**src/rtl/xg_link_ctrl_if.sv**
```systemverilog
// Signal bundle between the 10GBASE-R link sequencer and the board/PCS side.
// The master side is the sequencer; the slave side is board pins, xg_pcs_pma status and fpga_core.
interface xg_link_ctrl_if;
  logic       link_en;
  logic       resetdone;
  logic       qplllock;
  logic       block_lock;
  logic       mod_abs;
  logic       tx_fault;
  logic       pcs_reset;
  logic       core_rst;
  logic       link_up;
  logic [7:0] retry_cnt;
  logic [2:0] state;

  modport master (
    input  link_en, resetdone, qplllock, block_lock, mod_abs, tx_fault,
    output pcs_reset, core_rst, link_up, retry_cnt, state
  );

  modport slave (
    output link_en, resetdone, qplllock, block_lock, mod_abs, tx_fault,
    input  pcs_reset, core_rst, link_up, retry_cnt, state
  );
endinterface

```
**src/rtl/xg_link_ctrl.sv**
```systemverilog
// Bring-up and recovery sequencer for the 10GBASE-R PCS/PMA link in the coreclk domain.
// Drives the PCS/PMA reset, waits for reset-done, QPLL and block lock, and gates fpga_core reset.
module xg_link_ctrl #(
  parameter int unsigned RESET_HOLD   = 16,
  parameter int unsigned LOCK_TIMEOUT = 1562500,
  parameter int unsigned STABLE_CNT   = 1024
) (
  input  logic          clk,
  input  logic          rst_n,
  xg_link_ctrl_if.master link
);

  localparam int unsigned MAX_A = (LOCK_TIMEOUT > RESET_HOLD) ? LOCK_TIMEOUT : RESET_HOLD;
  localparam int unsigned MAX_V = (MAX_A > STABLE_CNT) ? MAX_A : STABLE_CNT;
  localparam int unsigned TW    = $clog2(MAX_V + 1);

  localparam logic [TW-1:0] HOLD_LAST    = TW'(RESET_HOLD - 1);
  localparam logic [TW-1:0] TIMEOUT_LAST = TW'(LOCK_TIMEOUT - 1);
  localparam logic [TW-1:0] STABLE_LAST  = TW'(STABLE_CNT - 1);

  typedef enum logic [2:0] {
    ST_IDLE      = 3'd0,
    ST_RESET     = 3'd1,
    ST_WAIT_DONE = 3'd2,
    ST_WAIT_LOCK = 3'd3,
    ST_STABLE    = 3'd4,
    ST_UP        = 3'd5,
    ST_FAULT     = 3'd6
  } state_t;

  logic [1:0]    mod_abs_sync_r;
  logic [1:0]    tx_fault_sync_r;
  logic [1:0]    qpll_sync_r;
  logic          mod_abs_s;
  logic          tx_fault_s;
  logic          qplllock_s;

  state_t        state_r;
  state_t        state_nxt_s;
  logic [TW-1:0] timer_r;
  logic [7:0]    retry_r;
  logic          retry_inc_s;
  logic          lost_s;
  logic          timeout_s;
  logic          pcs_reset_r;
  logic          core_rst_r;
  logic          link_up_r;

  // Two-flop synchronisers for the asynchronous pins, reset to their inactive level.
  always_ff @(posedge clk or negedge rst_n) begin
    if (!rst_n) begin
      mod_abs_sync_r  <= 2'b11;
      tx_fault_sync_r <= 2'b00;
      qpll_sync_r     <= 2'b00;
    end else begin
      mod_abs_sync_r  <= {mod_abs_sync_r[0], link.mod_abs};
      tx_fault_sync_r <= {tx_fault_sync_r[0], link.tx_fault};
      qpll_sync_r     <= {qpll_sync_r[0], link.qplllock};
    end
  end

  assign mod_abs_s  = mod_abs_sync_r[1];
  assign tx_fault_s = tx_fault_sync_r[1];
  assign qplllock_s = qpll_sync_r[1];

  assign lost_s    = !link.resetdone || !qplllock_s;
  assign timeout_s = (timer_r == TIMEOUT_LAST);

  // Next-state selection: teardown conditions first, then the per-state rules.
  always_comb begin
    state_nxt_s = state_r;
    retry_inc_s = 1'b0;
    if ((state_r != ST_IDLE) && (!link.link_en || mod_abs_s)) begin
      state_nxt_s = ST_IDLE;
    end else if ((state_r != ST_IDLE) && (state_r != ST_FAULT) && tx_fault_s) begin
      state_nxt_s = ST_FAULT;
    end else begin
      case (state_r)
        ST_IDLE: begin
          if (link.link_en && !mod_abs_s) begin
            state_nxt_s = ST_RESET;
          end else begin
            state_nxt_s = ST_IDLE;
          end
        end
        ST_RESET: begin
          if (timer_r == HOLD_LAST) begin
            state_nxt_s = ST_WAIT_DONE;
          end else begin
            state_nxt_s = ST_RESET;
          end
        end
        ST_WAIT_DONE: begin
          if (link.resetdone && qplllock_s) begin
            state_nxt_s = ST_WAIT_LOCK;
          end else if (timeout_s) begin
            state_nxt_s = ST_RESET;
            retry_inc_s = 1'b1;
          end else begin
            state_nxt_s = ST_WAIT_DONE;
          end
        end
        ST_WAIT_LOCK: begin
          if (lost_s || (!link.block_lock && timeout_s)) begin
            state_nxt_s = ST_RESET;
            retry_inc_s = 1'b1;
          end else if (link.block_lock) begin
            state_nxt_s = ST_STABLE;
          end else begin
            state_nxt_s = ST_WAIT_LOCK;
          end
        end
        ST_STABLE: begin
          if (lost_s) begin
            state_nxt_s = ST_RESET;
            retry_inc_s = 1'b1;
          end else if (!link.block_lock) begin
            state_nxt_s = ST_WAIT_LOCK;
          end else if (timer_r == STABLE_LAST) begin
            state_nxt_s = ST_UP;
          end else begin
            state_nxt_s = ST_STABLE;
          end
        end
        ST_UP: begin
          if (lost_s) begin
            state_nxt_s = ST_RESET;
            retry_inc_s = 1'b1;
          end else if (!link.block_lock) begin
            state_nxt_s = ST_WAIT_LOCK;
          end else begin
            state_nxt_s = ST_UP;
          end
        end
        ST_FAULT: begin
          if (!tx_fault_s) begin
            state_nxt_s = ST_RESET;
          end else begin
            state_nxt_s = ST_FAULT;
          end
        end
        default: begin
          state_nxt_s = ST_IDLE;
        end
      endcase
    end
  end

  // State, shared timer, retry counter and outputs decoded from the next state so they move together.
  always_ff @(posedge clk or negedge rst_n) begin
    if (!rst_n) begin
      state_r     <= ST_IDLE;
      timer_r     <= '0;
      retry_r     <= 8'd0;
      pcs_reset_r <= 1'b1;
      core_rst_r  <= 1'b1;
      link_up_r   <= 1'b0;
    end else begin
      state_r <= state_nxt_s;
      // Any state change clears the timer; states with no timed rule keep it parked at zero.
      if ((state_nxt_s != state_r) || (state_nxt_s inside {ST_IDLE, ST_UP, ST_FAULT})) begin
        timer_r <= '0;
      end else begin
        timer_r <= timer_r + TW'(1);
      end
      if ((state_r == ST_IDLE) && !link.link_en) begin
        retry_r <= 8'd0;
      end else if (retry_inc_s && (retry_r != 8'd255)) begin
        retry_r <= retry_r + 8'd1;
      end else begin
        retry_r <= retry_r;
      end
      pcs_reset_r <= (state_nxt_s inside {ST_IDLE, ST_RESET, ST_FAULT});
      core_rst_r  <= (state_nxt_s != ST_UP);
      link_up_r   <= (state_nxt_s == ST_UP);
    end
  end

  assign link.pcs_reset = pcs_reset_r;
  assign link.core_rst  = core_rst_r;
  assign link.link_up   = link_up_r;
  assign link.retry_cnt = retry_r;
  assign link.state     = state_r;

endmodule

```
**src/flat_wrapper.sv**
```systemverilog
// flat-port wrapper written by rule: the top's interface ports become plain ports
module xg_link_ctrl_flat 
#(
  parameter int unsigned RESET_HOLD   = 16,
  parameter int unsigned LOCK_TIMEOUT = 1562500,
  parameter int unsigned STABLE_CNT   = 1024
)
  (clk, rst_n, link_link_en, link_resetdone, link_qplllock, link_block_lock, link_mod_abs, link_tx_fault, link_pcs_reset, link_core_rst, link_link_up, link_retry_cnt, link_state);
  xg_link_ctrl_if link_i ();
  input  logic clk;
  input  logic rst_n;
  input wire logic [$bits(link_i.link_en)-1:0] link_link_en;
  input wire logic [$bits(link_i.resetdone)-1:0] link_resetdone;
  input wire logic [$bits(link_i.qplllock)-1:0] link_qplllock;
  input wire logic [$bits(link_i.block_lock)-1:0] link_block_lock;
  input wire logic [$bits(link_i.mod_abs)-1:0] link_mod_abs;
  input wire logic [$bits(link_i.tx_fault)-1:0] link_tx_fault;
  output wire logic [$bits(link_i.pcs_reset)-1:0] link_pcs_reset;
  output wire logic [$bits(link_i.core_rst)-1:0] link_core_rst;
  output wire logic [$bits(link_i.link_up)-1:0] link_link_up;
  output wire logic [$bits(link_i.retry_cnt)-1:0] link_retry_cnt;
  output wire logic [$bits(link_i.state)-1:0] link_state;
  assign link_i.link_en = link_link_en;
  assign link_i.resetdone = link_resetdone;
  assign link_i.qplllock = link_qplllock;
  assign link_i.block_lock = link_block_lock;
  assign link_i.mod_abs = link_mod_abs;
  assign link_i.tx_fault = link_tx_fault;
  assign link_pcs_reset = link_i.pcs_reset;
  assign link_core_rst = link_i.core_rst;
  assign link_link_up = link_i.link_up;
  assign link_retry_cnt = link_i.retry_cnt;
  assign link_state = link_i.state;
  xg_link_ctrl #(.RESET_HOLD(RESET_HOLD), .LOCK_TIMEOUT(LOCK_TIMEOUT), .STABLE_CNT(STABLE_CNT)) u_core (.clk(clk), .rst_n(rst_n), .link(link_i));
endmodule
```
**config.mk**
```make
export PLATFORM = sky130hd
export DESIGN_NAME = xg_link_ctrl_flat
export DESIGN_NICKNAME = d
export VERILOG_FILES = /design/src/rtl/xg_link_ctrl_if.sv /design/src/rtl/xg_link_ctrl.sv /design/src/flat_wrapper.sv
export SDC_FILE = /design/constraint.sdc
export NUM_CORES = 1
export LEC_CHECK = 0
export CORE_ASPECT_RATIO = 0.75
export CORE_UTILIZATION = 40
export DETAILED_ROUTE_END_ITERATION = 10
export SETUP_SLACK_MARGIN = 0.5
export SYNTH_ARGS = -nofsm -noshare
export SYNTH_HDL_FRONTEND = slang
export SYNTH_SLANG_ARGS = --single-unit
```
**constraint.sdc**
```tcl
create_clock -name clk -period 5.1 [get_ports clk]
set_clock_uncertainty 0.1 [all_clocks]
set_input_delay 1.275 -clock clk [delete_from_list [all_inputs] [get_ports clk]]
set_output_delay 1.275 -clock clk [all_outputs]
set_load 0.005 [all_outputs]
```
==> results.py <==
metrics = {
    "run_status": {
        "status": "finished, final reports clean",
    },
    "drt": {
        "top_layer_used": "met4",
        "m1WireLength_mm": 2.74,
        "dr_wl_met2_mm": 1.96,
        "via_per_inst": 5.64,
        "drc": 0,
        "drtIter0Drc": 105,
        "vias": 1905,
        "drtAntennaViolNets": 0,
        "wl_met3_um": 265,
        "drt-total-wl_mm": 5.07,
        "avgRoutedWirePerCell_um": 15.0,
        "drt-pass1-iter-count": 5,
    },
    "global_route": {
        "grt-ovfl-total": 0,
        "antenna_found_initial": 0,
        "grt_max_degree": 42,
        "grt.total_usage_pct": 19.2,
        "grt_pass1_wl_mm": 8.65,
        "grt_pass1_vias": 1731,
    },
    "worst_setup_path": {
        "arrival_ns": 3.45,
        "max_stage_delay_ns": 0.54,
        "path_delay_family": "compound AO/OA/AOI/OAI gates",
        "cp.required_ns": 5.23,
        "critPathBufInv": 1,
        "crit_chain": "clkdlybuf4s50_1 > nand2b_1 > o21ba_2 > o22a_1 > a311o_1 > or4_1 > a21oi_1",
        "end_kind": "register",
        "path_class": "input pin to register",
        "cp-start-kind": "input pin",
        "critPathMaxFanout": 11,
        "slowest_stage": "or4_1",
    },
    "clock_network": {
        "cts_tree": "built",
        "htree_num_levels": 2,
        "clk_pin_slew_worst_paths_ns": 0.08,
        "cts_buffers": 5,
        "cts_sinks": 41,
        "cts_buffer_depth": 2,
        "ctsResizeCount": 0,
        "insertion_delay_ns": 0.30,
        "hold_buffers": 0,
        "cts-root-buf": "clkbuf_8",
        "postCtsSetupRepairBufs": 0,
    },
    "synthesis": {
        "synth.most_common_cell": "dfrtp_1",
        "ys_seq_area_share_pct": 44.9,
        "yosysWarnings": 0,
        "synth_top_area_cell": "dfrtp_1",
        "synth_ff_type": "dfrtp_1",
        "synthCells": 243,
        "synth_area_sq_um": 2300,
        "synth_fp_nets": 253,
        "ys_ff_latch": 41,
        "yosys-top-cells-area": "dfrtp_1 (40%), a21oi_1 (6.1%), dfstp_2 (4.6%)",
        "ys_async_sr_fraction_pct": 100,
        "yosys-top-cells-count": "dfrtp_1 (37), a21oi_1 (28), nand3_1 (19), nand2_1 (14), nor2_1 (14)",
        "postSynthAreaPerCell_sq_um": 9.45,
        "synth_edf_count": 0,
        "synth.top_cell.area_share_pct": 40.3,
        "synth.distinct_cells": 51,
    },
    "timing": {
        "slew_violations": 0,
        "fmax_mhz": 301,
        "max_slew.worst_pin.slew_ns": 0.906,
        "min_period_ns": 3.32,
        "finalCritPeriodShare_pct": 65.1,
        "fin_setup_tns_ns": 0,
        "hold_violations": 0,
        "slew_headroom_pct": 39.0,
        "final-setup-viol-count": 0,
        "rsz0062_at_grt": "no",
    },
    "floorplanning": {
        "die-height_um": 67.6,
        "die-width_um": 89.5,
        "rows": 23,
        "initial_core_util_pct": 42.2,
        "dieArea_sq_um": 6050,
        "ioPinCount": 22,
        "fp.coreArea_sq_um": 5440,
    },
    "place": {
        "placed_area_sq_um": 2560,
        "hpwl_mm": 3.54,
        "numPortBuffers": 21,
        "routabilityCongestion": 0.844,
    },
    "finish": {
        "nets": 272,
        "final_area_sq_um": 2680,
        "drive_gt1_share_pct": 7.98,
        "antenna_cells": 0,
        "area_growth_pct": 16.6,
    },
    "power": {
        "peakVddDrop_v": 0.000175,
        "leakagePower_nw": 1.06,
        "power_density_nw_per_um2": 354,
    },
    "job": {
        "cap_violations": 0,
    },
    "hold_path": {
        "hp-class": "register to register",
    },
}
-- worst register-to-register path, stage by stage (launching register included) --
cell and delay, ns:
dfrtp_1 0.43, or3_4 0.41, nor4_4 0.37, a31oi_1 0.17, a311o_1 0.47, or4_1 0.54
a21oi_1 0.15
-- logic make-up after synthesis --
group | Yosys count | synth area share, %
simple gates | 95 | 23.3
buf+inv | 16 | 3.00
mux | 4 | 1.74
xor+xnor | 20 | 7.63
compound gates | 65 | 18.4
flops | 41 | 44.9
fa+ha+maj | 2 | 1.09
-- final cells by class --
| class | instances | area [sq um] |
|---|---|---|
| timing repair buffer | 23 | 220 |
| tap | 75 | 93.8 |
| multi-input combinational | 186 | 1200 |
| clock buffer | 7 | 86.3 |
| fill | 513 | 2760 |
| inverter | 5 | 18.8 |
| sequential | 41 | 1030 |
| clock inverter | 1 | 30.0 |
-- cells in the final DEF, fill, tap and decap left out, types with 3 or more instances in the layout --
cell type and instances:
o21ai_0 5, a21oi_1 28, xnor2_1 9, a31oi_1 3
nand2b_1 4, clkbuf_8 6, xor2_1 11, nor3_1 6
nand4_1 5, dfrtp_1 37, dfstp_2 4, or3_1 3
o21a_1 5, o211ai_1 3, nand2_1 14, and2_1 4
nand3_1 19, and3_1 7, a21boi_0 3, nor2_1 14
or4_1 4, mux2i_1 4, nor4_1 4, clkdlybuf4s50_1 20
inv_1 5
-- registers in the layout, indices dropped and copies added (netlist names) --
name,flops
u_core.qpll_sync_r,2
u_core.link.retry_cnt,8
u_core.tx_fault_sync_r,2
u_core.link.link_up,1
u_core.link.pcs_reset,1
u_core.mod_abs_sync_r,2
u_core.link.core_rst,1
u_core.link.state,3
u_core.timer_r,21
-- power breakdown --
group	leakage (nW)	switching, mW	total [mW]	internal (mW)
combinational	0.452	0.159	0.278	0.119
sequential	0.546	0.0431	0.393	0.350
clock	0.0585	0.117	0.277	0.160
-- per-layer routing --
metal	vias up	GRT usage, %
met5	-	0
met4	0	7.74
met3	9	4.03
met2	53	25.4
met1	910	29.7
li1	933	-
-- worst paths after layout --
check / startpoint / endpoint / slack [ns] / cells past startpoint
min: u_core.tx_fault_sync_r[0] / u_core.tx_fault_sync_r[1] / 0.25 / 0
max in group asynchronous: rst_n / u_core.link.retry_cnt[6] / 3.33 / 1
min in group asynchronous: rst_n / u_core.link.retry_cnt[5] / 1.00 / 1
max: link_link_en / u_core.link.retry_cnt[6] / 1.78 / 7
min reg2reg: u_core.tx_fault_sync_r[0] / u_core.tx_fault_sync_r[1] / 0.25 / 0
max reg2reg: u_core.timer_r[11] / u_core.link.retry_cnt[6] / 2.39 / 6
-- metrics by stage --
stage	utilization, %	std cells	worst slack [ns]	hold slack (ns)	power (mW)
floorplan	-	243	2.14	0.231	0.583
global placement	47.1	330	1.55	0.232	0.676
detailed placement	47.1	330	1.48	0.237	0.676
CTS	49.2	338	1.79	0.255	0.956
global route	49.2	338	1.65	0.267	1.00
finish	49.2	338	1.78	0.254	0.948
Power figures use the tool's default switching activity.
